## src/rtl/uart_pkt_deframer_if.sv

```systemverilog
// uart_pkt_deframer_if: byte-in / AXI-stream-out bundle of the host-link deframer.
// master = deframer side, slave = byte source / stream sink side.
interface uart_pkt_deframer_if #(
  parameter int DATA_WIDTH = 64
);
  logic [7:0]              in_data;
  logic                    in_valid;
  logic                    in_ready;
  logic [DATA_WIDTH-1:0]   m_tdata;
  logic [DATA_WIDTH/8-1:0] m_tkeep;
  logic                    m_tvalid;
  logic                    m_tready;
  logic                    m_tlast;
  logic [7:0]              m_tuser_type;
  logic                    m_tuser_err;
  logic                    stat_ok;
  logic                    stat_err_crc;
  logic                    stat_err_len;
  logic                    stat_err_timeout;

  modport master (
    input  in_data, in_valid, m_tready,
    output in_ready,
    output m_tdata, m_tkeep, m_tvalid, m_tlast,
    output m_tuser_type, m_tuser_err,
    output stat_ok, stat_err_crc,
    output stat_err_len, stat_err_timeout
  );

  modport slave (
    output in_data, in_valid, m_tready,
    input  in_ready,
    input  m_tdata, m_tkeep, m_tvalid, m_tlast,
    input  m_tuser_type, m_tuser_err,
    input  stat_ok, stat_err_crc,
    input  stat_err_len, stat_err_timeout
  );
endinterface

```

## src/rtl/uart_pkt_deframer.sv

```systemverilog
// uart_pkt_deframer: parses 5A|type|len|payload|crc frames into AXI-stream beats.
// Define UART_PKT_CRC_CHECK_EN to compute and check the CRC-16/CCITT-FALSE trailer.
module uart_pkt_deframer #(
  parameter int         DATA_WIDTH   = 64,
  parameter int         MAX_LEN      = 1518,
  parameter logic [7:0] START_BYTE   = 8'h5A,
  parameter int         IDLE_TIMEOUT = 50000
) (
  input logic                 clk,
  input logic                 rst_n,
  uart_pkt_deframer_if.master bus
);
  localparam int BYTES = DATA_WIDTH / 8;
  localparam int AW    = $clog2(BYTES + 1);
  localparam int TW    = $clog2(IDLE_TIMEOUT + 1);
  localparam logic [AW-1:0] LAST_LANE = AW'(BYTES - 1);
  localparam logic [TW-1:0] TO_LAST   = TW'(IDLE_TIMEOUT - 1);

  typedef enum logic [2:0] {
    HUNT, TYPE, LEN_HI, LEN_LO,
    PAYLOAD, CRC_HI, CRC_LO, FLUSH
  } state_t;

  state_t                state;
  logic [7:0]            type_q;
  logic [7:0]            len_hi_q;
  logic [15:0]           len_q;
  logic [15:0]           byte_cnt;
  logic [DATA_WIDTH-1:0] acc;
  logic [DATA_WIDTH-1:0] acc_nxt;
  logic [AW-1:0]         acc_n;
  logic [BYTES-1:0]      keep_last;
  logic [TW-1:0]         timer;
  logic                  hold_v;
  logic                  err_q;
  logic                  fin_ok;
  logic                  fin_crc;

  logic        accept;
  logic        out_free;
  logic        last_byte;
  logic        need_out;
  logic        timing;
  logic        timeout;
  logic        crc_bad;
  logic [15:0] len_nxt;

  assign out_free  = !bus.m_tvalid || bus.m_tready;
  assign last_byte = byte_cnt == len_q - 16'd1;
  assign need_out  = state == PAYLOAD
                  && acc_n == LAST_LANE
                  && !last_byte;
  assign bus.in_ready = state != FLUSH
                     && !(need_out && !out_free);
  assign accept  = bus.in_valid && bus.in_ready;
  assign timing  = state != HUNT && state != FLUSH;
  assign timeout = timing && bus.in_ready
                && !bus.in_valid
                && timer == TO_LAST;
  assign len_nxt = {len_hi_q, bus.in_data};

  always_comb begin
    acc_nxt = acc;
    for (int i = 0; i < BYTES; i++)
      if (acc_n == AW'(i))
        acc_nxt[i*8 +: 8] = bus.in_data;
  end

  always_comb begin
    keep_last = '0;
    for (int i = 0; i < BYTES; i++)
      keep_last[i] = AW'(i) < acc_n;
  end

`ifdef UART_PKT_CRC_CHECK_EN
  logic [15:0] crc_q;
  logic [7:0]  crc_hi_q;

  function automatic logic [15:0] crc_step(
    input logic [15:0] c,
    input logic [7:0]  d
  );
    logic [15:0] r;
    r = c ^ {d, 8'h00};
    for (int i = 0; i < 8; i++)
      r = r[15] ? ((r << 1) ^ 16'h1021) : (r << 1);
    return r;
  endfunction

  always_ff @(posedge clk) begin
    if (!rst_n) begin
      crc_q    <= 16'hFFFF;
      crc_hi_q <= '0;
    end else if (accept) begin
      unique case (state)
        HUNT:    crc_q <= 16'hFFFF;
        TYPE,
        LEN_HI,
        LEN_LO,
        PAYLOAD: crc_q <= crc_step(crc_q, bus.in_data);
        CRC_HI:  crc_hi_q <= bus.in_data;
        default: ;
      endcase
    end
  end

  assign crc_bad = {crc_hi_q, bus.in_data} != crc_q;
`else
  assign crc_bad = 1'b0;
`endif

  // idle cycles only; stalls from in_ready=0 are not the sender's fault
  always_ff @(posedge clk) begin
    if (!rst_n || !timing || accept)
      timer <= '0;
    else if (bus.in_ready)
      timer <= timer + TW'(1);
  end

  always_ff @(posedge clk) begin
    if (!rst_n) begin
      state                <= HUNT;
      type_q               <= '0;
      len_hi_q             <= '0;
      len_q                <= '0;
      byte_cnt             <= '0;
      acc                  <= '0;
      acc_n                <= '0;
      hold_v               <= 1'b0;
      err_q                <= 1'b0;
      fin_ok               <= 1'b0;
      fin_crc              <= 1'b0;
      bus.m_tdata          <= '0;
      bus.m_tkeep          <= '0;
      bus.m_tvalid         <= 1'b0;
      bus.m_tlast          <= 1'b0;
      bus.m_tuser_type     <= '0;
      bus.m_tuser_err      <= 1'b0;
      bus.stat_ok          <= 1'b0;
      bus.stat_err_crc     <= 1'b0;
      bus.stat_err_len     <= 1'b0;
      bus.stat_err_timeout <= 1'b0;
    end else begin
      bus.stat_ok          <= 1'b0;
      bus.stat_err_crc     <= 1'b0;
      bus.stat_err_len     <= 1'b0;
      bus.stat_err_timeout <= 1'b0;
      if (bus.m_tvalid && bus.m_tready)
        bus.m_tvalid <= 1'b0;

      if (timeout) begin
        bus.stat_err_timeout <= 1'b1;
        hold_v  <= byte_cnt != 16'd0;
        err_q   <= 1'b1;
        fin_ok  <= 1'b0;
        fin_crc <= 1'b0;
        state   <= (byte_cnt != 16'd0) ? FLUSH : HUNT;
      end else if (accept) begin
        unique case (state)
          HUNT: begin
            if (bus.in_data == START_BYTE) begin
              byte_cnt <= '0;
              acc      <= '0;
              acc_n    <= '0;
              state    <= TYPE;
            end
          end
          TYPE: begin
            type_q <= bus.in_data;
            state  <= LEN_HI;
          end
          LEN_HI: begin
            len_hi_q <= bus.in_data;
            state    <= LEN_LO;
          end
          LEN_LO: begin
            len_q <= len_nxt;
            if (len_nxt > 16'(MAX_LEN)) begin
              bus.stat_err_len <= 1'b1;
              state <= HUNT;
            end else if (len_nxt == 16'd0) begin
              state <= CRC_HI;
            end else begin
              state <= PAYLOAD;
            end
          end
          PAYLOAD: begin
            byte_cnt <= byte_cnt + 16'd1;
            if (last_byte) begin
              // final beat stays in acc until the CRC verdict
              acc   <= acc_nxt;
              acc_n <= acc_n + AW'(1);
              state <= CRC_HI;
            end else if (acc_n == LAST_LANE) begin
              bus.m_tdata      <= acc_nxt;
              bus.m_tkeep      <= '1;
              bus.m_tlast      <= 1'b0;
              bus.m_tuser_err  <= 1'b0;
              bus.m_tuser_type <= type_q;
              bus.m_tvalid     <= 1'b1;
              acc   <= '0;
              acc_n <= '0;
            end else begin
              acc   <= acc_nxt;
              acc_n <= acc_n + AW'(1);
            end
          end
          CRC_HI: state <= CRC_LO;
          CRC_LO: begin
            if (len_q == 16'd0) begin
              bus.stat_ok      <= !crc_bad;
              bus.stat_err_crc <= crc_bad;
              state <= HUNT;
            end else begin
              hold_v  <= 1'b1;
              err_q   <= crc_bad;
              fin_ok  <= !crc_bad;
              fin_crc <= crc_bad;
              state   <= FLUSH;
            end
          end
          default: ;
        endcase
      end else if (state == FLUSH) begin
        if (hold_v) begin
          if (out_free) begin
            bus.m_tdata      <= acc;
            bus.m_tkeep      <= keep_last;
            bus.m_tlast      <= 1'b1;
            bus.m_tuser_err  <= err_q;
            bus.m_tuser_type <= type_q;
            bus.m_tvalid     <= 1'b1;
            hold_v <= 1'b0;
          end
        end else if (bus.m_tvalid && bus.m_tready) begin
          bus.stat_ok      <= fin_ok;
          bus.stat_err_crc <= fin_crc;
          state <= HUNT;
        end
      end
    end
  end
endmodule

```

## src/flat_wrapper.sv

```systemverilog
// flat-port wrapper written by rule: the top's interface ports become plain ports
module uart_pkt_deframer_flat 
#(
  parameter int         DATA_WIDTH   = 64,
  parameter int         MAX_LEN      = 1518,
  parameter logic [7:0] START_BYTE   = 8'h5A,
  parameter int         IDLE_TIMEOUT = 50000
)
  (clk, rst_n, bus_in_data, bus_in_valid, bus_m_tready, bus_in_ready, bus_m_tdata, bus_m_tkeep, bus_m_tvalid, bus_m_tlast, bus_m_tuser_type, bus_m_tuser_err, bus_stat_ok, bus_stat_err_crc, bus_stat_err_len, bus_stat_err_timeout);
  uart_pkt_deframer_if #(.DATA_WIDTH(DATA_WIDTH)) bus_i ();
  input logic clk;
  input logic rst_n;
  input wire logic [$bits(bus_i.in_data)-1:0] bus_in_data;
  input wire logic [$bits(bus_i.in_valid)-1:0] bus_in_valid;
  input wire logic [$bits(bus_i.m_tready)-1:0] bus_m_tready;
  output wire logic [$bits(bus_i.in_ready)-1:0] bus_in_ready;
  output wire logic [$bits(bus_i.m_tdata)-1:0] bus_m_tdata;
  output wire logic [$bits(bus_i.m_tkeep)-1:0] bus_m_tkeep;
  output wire logic [$bits(bus_i.m_tvalid)-1:0] bus_m_tvalid;
  output wire logic [$bits(bus_i.m_tlast)-1:0] bus_m_tlast;
  output wire logic [$bits(bus_i.m_tuser_type)-1:0] bus_m_tuser_type;
  output wire logic [$bits(bus_i.m_tuser_err)-1:0] bus_m_tuser_err;
  output wire logic [$bits(bus_i.stat_ok)-1:0] bus_stat_ok;
  output wire logic [$bits(bus_i.stat_err_crc)-1:0] bus_stat_err_crc;
  output wire logic [$bits(bus_i.stat_err_len)-1:0] bus_stat_err_len;
  output wire logic [$bits(bus_i.stat_err_timeout)-1:0] bus_stat_err_timeout;
  assign bus_i.in_data = bus_in_data;
  assign bus_i.in_valid = bus_in_valid;
  assign bus_i.m_tready = bus_m_tready;
  assign bus_in_ready = bus_i.in_ready;
  assign bus_m_tdata = bus_i.m_tdata;
  assign bus_m_tkeep = bus_i.m_tkeep;
  assign bus_m_tvalid = bus_i.m_tvalid;
  assign bus_m_tlast = bus_i.m_tlast;
  assign bus_m_tuser_type = bus_i.m_tuser_type;
  assign bus_m_tuser_err = bus_i.m_tuser_err;
  assign bus_stat_ok = bus_i.stat_ok;
  assign bus_stat_err_crc = bus_i.stat_err_crc;
  assign bus_stat_err_len = bus_i.stat_err_len;
  assign bus_stat_err_timeout = bus_i.stat_err_timeout;
  uart_pkt_deframer #(.DATA_WIDTH(DATA_WIDTH), .MAX_LEN(MAX_LEN), .START_BYTE(START_BYTE), .IDLE_TIMEOUT(IDLE_TIMEOUT)) u_core (.clk(clk), .rst_n(rst_n), .bus(bus_i));
endmodule
```

## config.mk

```make
export PLATFORM = sky130hd
export DESIGN_NAME = uart_pkt_deframer_flat
export DESIGN_NICKNAME = d
export VERILOG_FILES = /design/src/rtl/uart_pkt_deframer_if.sv /design/src/rtl/uart_pkt_deframer.sv /design/src/flat_wrapper.sv
export SDC_FILE = /design/constraint.sdc
export NUM_CORES = 1
export LEC_CHECK = 0
export CAP_MARGIN = 10
export CELL_PAD_IN_SITES_DETAIL_PLACEMENT = 0
export CELL_PAD_IN_SITES_GLOBAL_PLACEMENT = 1
export CORE_MARGIN = 2
export CORE_UTILIZATION = 44
export CTS_CLUSTER_SIZE = 20
export DETAILED_ROUTE_END_ITERATION = 8
export HOLD_SLACK_MARGIN = 0.15
export PLACE_DENSITY_LB_ADDON = 0.1
export SLEW_MARGIN = 20
export SYNTH_ARGS = -nofsm -noshare
export SYNTH_HDL_FRONTEND = slang
export SYNTH_SLANG_ARGS = --single-unit
```

## constraint.sdc

```tcl
create_clock -name clk -period 5.23 [get_ports clk]
set_input_delay 0.523 -clock clk [delete_from_list [all_inputs] [get_ports clk]]
set_output_delay 0.523 -clock clk [all_outputs]
set_load 0.02 [all_outputs]
```

==> flow_summary_export.csv <==
group,metric,value,unit
synthesis,synth-main-ff-cell,"dfxtp_1",
cts,cts_setup_buffers,0,
floorplanning,start_util,44.8,%
sta,tightest_slew,1.02,ns
synthesis,yosysMostFrequentCell,"dfxtp_1",
power_and_ir_drop,p_leak,0.00489,uW
route,ant_nets,0,
synthesis,syn_avg_cell_area,8.95,sq um
sta,relSlewSlack,31.9,%
global_routing,grt_pass1_wl,48100,um
global_routing,antenna_found_initial,0,
layout,drive_gt1_share,7.46,%
route,wl_per_cell,19.4,um
synthesis,synth.distinct_cells,71,
setup_path,worstSetupEndpointType,"primary output",
floorplanning,die_area,0.0251,sq mm
sta,setup_tns,0,ns
placement,portBuffers,98,
route,wirelength,30200,um
synthesis,yosys.area.top_type,"dfxtp_1",
sta,fin_ws,0.478,ns
cts,hold_buffers,0,
route,drt_iter0_drc,744,
route,top_layer_used,"met4",
global_routing,track_usage,24.0,%
global_routing,grt-ovfl-total,0,
global_routing,grt_pass1_vias,8615,
sta,fin_crit,4.75,ns
route,drc,0,
floorplanning,ios,100,
cts,clock-sinks,224,
setup_path,worst_path_max_delay_cell,"clkdlybuf4s50_1",
cts,insertion_delay,0.53,ns
layout,syn_to_final_growth,19.2,%
setup_path,path_class,"reg -> out",
synthesis,ys_top_cells_by_count,"224 x dfxtp_1, 111 x nand2_1, 91 x mux2i_1",
setup_path,worstPathCellList,"inv_1, ha_1, nor3b_1, and4_1, o22ai_1, or4_4, o41a_1, buf_4, nor2_1, clkdlybuf4s50_1",
power_and_ir_drop,ir_drop,0.000180,V
layout,num_antenna_cells,0,
setup_path,crit_required,4.71,ns
route,wl_met3,1570,um
setup_path,crit_path_max_incr_delay,0.65,ns
route,wl_met2,12800,um
cts,htree_levels,1,
cts,cts_resized,0,
placement,dp_slack,1.01,ns
sta,rsz0062_at_grt,"no",
sta,hold_viol,0,
synthesis,yosys_warnings,0,
run_status,status,"completed",
synthesis,synthesis.area,0.0105,sq mm
floorplanning,coreArea,0.0234,sq mm
global_routing,grt_max_degree,95,
placement,routabilityCongestion,0.908,
floorplanning,die_height,158,um
route,drt-met1-wl,15300,um
hold_path,min_path_type,"in -> reg",
synthesis,yosysSeqAreaShare,42.8,%
placement,place_hpwl,19400,um
route,via_per_inst,5.89,
route,vias,9135,
power_and_ir_drop,power.density,286,mW/mm^2
setup_path,cp-start-kind,"flip-flop",
sta,finalCritPeriodShare,90.9,%
synthesis,synth_edf_count,0,
sta,slew_viol_final,0,
sta,max_freq,210,MHz
synthesis,netlist.area_leader.share,42.8,%
floorplanning,rows,56,
synthesis,synth-async-reset-ratio,0,%
sta,setup_viol_count_final,0,
floorplanning,dieWidth,158,um
route,drt-pass1-iter-count,5,
cts,path_clk_slew,0.06,ns
synthesis,synth-seq-cells,224,
setup_path,crit_fanout,20,
layout,fin_nets,1234,
layout,fin_util,53.4,%
cts,clock_path_buffers,3,
cts,numCtsBuffers,26,
synthesis,synth_area_leaders,"dfxtp_1 43%, mux2i_1 8.7%, nand2_1 4.0%",
cts,cts_root_buf,"clkbuf_16",
run,maxCapViolCount,0,
synthesis,syn-num-nets,1190,
sta,skew,0.0107,ns
setup_path,arrival,4.23,ns
synthesis,syn_inst,1171,
cts,cts_tree,"done",
-- registers in the layout, summed over array words and instances (netlist names) --
register	count
u_core.acc	64
u_core.bus.m_tdata	64
u_core.byte_cnt	16
u_core.len_q	16
u_core.timer	16
u_core.bus.m_tkeep	8
u_core.bus.m_tuser_type	8
u_core.len_hi_q	8
u_core.type_q	8
u_core.acc_n	4
u_core.state	3
u_core.bus.m_tlast	1
u_core.bus.m_tuser_err	1
u_core.bus.m_tvalid	1
u_core.bus.stat_err_len	1
u_core.bus.stat_err_timeout	1
u_core.bus.stat_ok	1
u_core.err_q	1
u_core.fin_ok	1
u_core.hold_v	1
-- final cells by class --
type                       count  area (sq um)
fill                        2188         10900
multi-input combinational    824          5520
sequential                   224          4480
timing repair buffer         123          1190
clock buffer                  37           762
tap                          319           399
clock inverter                 9          67.6
inverter                      16          60.1
-- per-stage QoR --
| step | power (uW) | hold slack [ns] | std cells | area [sq um] |
|---|---|---|---|---|
| 2_1_floorplan | 1830 | 0.432 | 1171 | 10500 |
| 3_3_place_gp | 1870 | 0.444 | 1506 | 11700 |
| 3_5_place_dp | 1870 | 0.447 | 1506 | 11700 |
| 4_1_cts | 3610 | 0.416 | 1552 | 12500 |
| 5_1_grt | 3700 | 0.455 | 1552 | 12500 |
| 6_report | 3580 | 0.428 | 1552 | 12500 |
-- kinds of logic (layout without fill, tap and decap cells) --
group / Yosys count / count (layout) / synth area share (%)
AO/OA/AOI/OAI: 295 / 295 / 21.0
buffers and inverters: 123 / 185 / 4.85
other: 1 / 1 / 0.0358
XOR/XNOR: 33 / 33 / 2.76
multiplexers: 91 / 91 / 8.69
AND/OR/NAND/NOR: 397 / 397 / 19.0
flip-flops: 224 / 224 / 42.8
adder cells (fa/ha/maj): 7 / 7 / 0.836
-- critical path, delay by kind of cell (launching register included) --
kind,cells,cell delay [ns]
adder cells (fa/ha/maj),1,0.36
buffers and inverters,3,0.97
flip-flops,1,0.36
AO/OA/AOI/OAI,2,0.48
AND/OR/NAND/NOR,4,1.55
-- path summary, 6_finish.rpt --
path                                                 start  depth (start not counted)                          to  slack (ns)
worst max register to register             u_core.len_q[0]                         10               u_core.acc[7]        0.92
worst min register to register  u_core.bus.m_tuser_type[6]                          2  u_core.bus.m_tuser_type[6]        0.46
worst min-delay path                                 rst_n                          3               u_core.fin_ok        0.43
worst max-delay path                       u_core.len_q[0]                         10                bus_in_ready        0.48
-- report_power, final --
| group | internal [uW] | switching (uW) |
|---|---|---|
| combinational | 31.1 | 92.3 |
| sequential | 1710 | 4.19 |
| clock | 1010 | 726 |
| total | 2750 | 822 |
-- layer usage --
metal	up-vias	global-route usage, %
met4	0	5.36
met2	267	35.8
met3	33	3.08
met5	-	0
met1	4431	36.9
li1	4404	-
-- placed cells by master (no fill, tap or decap), types with 21 or more instances in the layout --
cell / instances
a211oi_1: 27
a21oi_1: 80
a22o_1: 23
a32o_1: 24
buf_4: 24
clkbuf_16: 26
clkdlybuf4s50_1: 97
dfxtp_1: 224
mux2i_1: 91
nand2_1: 111
nand3_1: 77
nor2_1: 72
nor3_1: 28
o211a_1: 41
o21ai_0: 26
xnor2_1: 21
No activity file was read; power rests on OpenSTA's default activity.
==> RTL change (same settings) <==
`DATA_WIDTH` is set to 64 in 3 places; all go to 128.
--- a/src/rtl/uart_pkt_deframer_if.sv
+++ b/src/rtl/uart_pkt_deframer_if.sv
@@ -2,5 +2,5 @@
 // master = deframer side, slave = byte source / stream sink side.
 interface uart_pkt_deframer_if #(
-  parameter int DATA_WIDTH = 64
+  parameter int DATA_WIDTH = 128
 );
   logic [7:0]              in_data;
--- a/src/rtl/uart_pkt_deframer.sv
+++ b/src/rtl/uart_pkt_deframer.sv
@@ -2,5 +2,5 @@
 // Define UART_PKT_CRC_CHECK_EN to compute and check the CRC-16/CCITT-FALSE trailer.
 module uart_pkt_deframer #(
-  parameter int         DATA_WIDTH   = 64,
+  parameter int         DATA_WIDTH   = 128,
   parameter int         MAX_LEN      = 1518,
   parameter logic [7:0] START_BYTE   = 8'h5A,
--- a/src/flat_wrapper.sv
+++ b/src/flat_wrapper.sv
@@ -2,5 +2,5 @@
 module uart_pkt_deframer_flat 
 #(
-  parameter int         DATA_WIDTH   = 64,
+  parameter int         DATA_WIDTH   = 128,
   parameter int         MAX_LEN      = 1518,
   parameter logic [7:0] START_BYTE   = 8'h5A,
Interface: changed (resized bus_m_tdata and bus_m_tkeep); port bits go from 100 to 172. No check against the original RTL was run, so the function may have changed too.
==> RTL change against the unedited design <==
Hold slack gained 0.027 ns; total power grew 83%; sequential power grew 65%; worst setup slack gained 0.22 ns; sequential cell count grew 137; final area grew 51%; via count grew 53%; synthesized area grew 49%; routed wire length grew 62%; final cell count grew 54%; critical path type unchanged; critical endpoint unchanged.
==> RTL change: results (changes against the unedited design) <==
Placement:
- The worst setup slack before clock tree synthesis is 1.25 ns (+0.233 ns).
- The port buffer count is 170 (+73%).
- The routability congestion estimate is 0.864 (-4.9%).
- The cell area reported after detailed placement is 17500 um2 (+50%).
- The HPWL after detailed placement is 30900 um (+60%).
- The total instance count after detailed placement is 2319 (+54%).

STA:
- The slew at the pin closest to its max-slew limit came to 1.11 ns (+0.0879 ns).
- The worst slack on hold paths is 0.456 ns (+0.0275 ns).
- The post-route clock skew came to 0.0188 ns (+0.00813 ns).
- The highest clock rate was 221 MHz (+4.9%).

Worst hold path:
- The worst min-delay path category is flip-flop to flip-flop.
- The cell count of the worst hold path is 2 (-1).
- The path with the worst hold slack has its endpoint at u_core.bus.m_tuser_err.

Detailed routing:
- The number of DRC markers in iteration 0 is 1099 (+48%).
- The mean number of vias per cell was 5.85 (-0.60%).
- The wire length on met1 is 22600 um (+47%).
- The total length of routed met3 wires is 2570 um (+64%).
- The number of vias after detailed routing is 13977 (+53%).
- The amount of wire on met2 after detailed routing was 22500 um (+75%).
- The detailed-route wire length per cell came to 20.4 um (+5.2%).

Pwr:
- The switching power of the nets is 1.80 mW (+120%).
- The largest voltage drop on the vdd net came to 0.189 mV (+4.8%).
- The power density over the cells was 347 nW/um2 (+21%).

Logic synthesis:
- The mux share of post-synthesis cell area is 2.77% (-5.9 points).
- The share of the yosys chip area belonging to registers is 46.4% (+3.6 points).
- The average footprint of a synthesized cell is 8.54 um2 (-4.5%).
- By area the synthesized netlist is led by sky130_fd_sc_hd__dfxtp_1, sky130_fd_sc_hd__nand2_1, sky130_fd_sc_hd__nand3_1.
- The synthesized-area fraction occupied by xor and xnor cells was 2.06% (-0.70 points).
- The compound-gate portion of the synthesized area is 20.4% (-0.65 points).
- The fraction of the mapped netlist area in adder cells is 0.562% (-0.27 points).

Global routing:
- The total global routing track utilization is 26.1% (+2.1 points).
- The number of global-route vias before repair is 13196 (+53%).
- The largest net degree at the start of global routing was 158 (+66%).
- The global-route wire length before repair was 75700 um (+57%).
- The met3 track demand over resource is 3.51% (+0.43 points).
- The global routing usage on met2 is 41.5% (+5.7 points).
- The met1 layer usage reported by global route is 36.5% (-0.39 points).

Clock network:
- The number of CTS-inserted buffers was 40 (+54%).

Cells and area:
- The total of fill cells in the finished design is 3229 (+48%).
- In the final layout, the registers with the most flip-flops are u_core.acc x128, u_core.bus.m_tdata x128.
- The final-stage net count was 1925 (+56%).

Setup path:
- The slack of the worst reg-to-reg path is 1.27 ns (+0.35 ns).
- The endpoint identified for the worst register-to-register timing path is u_core.acc[8].
- The maximum fanout along the worst path is 37 (+85%).
- The data arrival at the endpoint of the critical path is 4.01 ns (-0.22 ns).
- The worst reg-to-reg path cell count is 9 (-1).

Status:
- The run finished with clean final reports.
[RTL change: cell count changes after synthesis, moves of 29 or more]
| cell | before | now |
|---|---|---|
| sky130_fd_sc_hd__nand2_1 | 111 | 354 |
| sky130_fd_sc_hd__dfxtp_1 | 224 | 361 |
| sky130_fd_sc_hd__o22ai_1 | 1 | 126 |
| sky130_fd_sc_hd__nand3_1 | 77 | 197 |
| sky130_fd_sc_hd__clkbuf_1 | 77 | 136 |
| sky130_fd_sc_hd__o211a_1 | 41 | 93 |
| sky130_fd_sc_hd__mux2i_1 | 91 | 42 |
| sky130_fd_sc_hd__a21boi_0 | 1 | 34 |
| sky130_fd_sc_hd__a21oi_1 | 80 | 51 |
[RTL change: area by class of cell]
type                    count  area [um2]  share of cell area [%]
multi-input cells        1287        7690                    40.8
repair buffers            202        1980                    10.5
flip-flops and latches    361        7230                    38.3
clock buffers              59        1180                    6.27
clock inverters            11         165                   0.875
well taps                 455         569                    3.02
inverters                  14        52.6                   0.278
[RTL change: kinds of logic (layout without fill, tap and decap cells)]
family | after synthesis | after routing
fa+ha+maj | 7 | 7
compound gates | 430 | 430
flops | 361 | 361
buf+inv | 175 | 286
simple gates | 771 | 771
other cells | 1 | 1
xor+xnor | 35 | 35
mux | 43 | 43
[RTL change: critical path: stages, from the launching register on]
cell                              delay, ns
sky130_fd_sc_hd__dfxtp_1               0.37
sky130_fd_sc_hd__or4_1                 0.55
sky130_fd_sc_hd__or3_1                 0.34
sky130_fd_sc_hd__a2111oi_2             0.41
sky130_fd_sc_hd__o2111a_1              0.29
sky130_fd_sc_hd__a41oi_2               0.35
sky130_fd_sc_hd__buf_12                0.31
sky130_fd_sc_hd__nor2_1                0.21
sky130_fd_sc_hd__clkdlybuf4s50_1       0.65
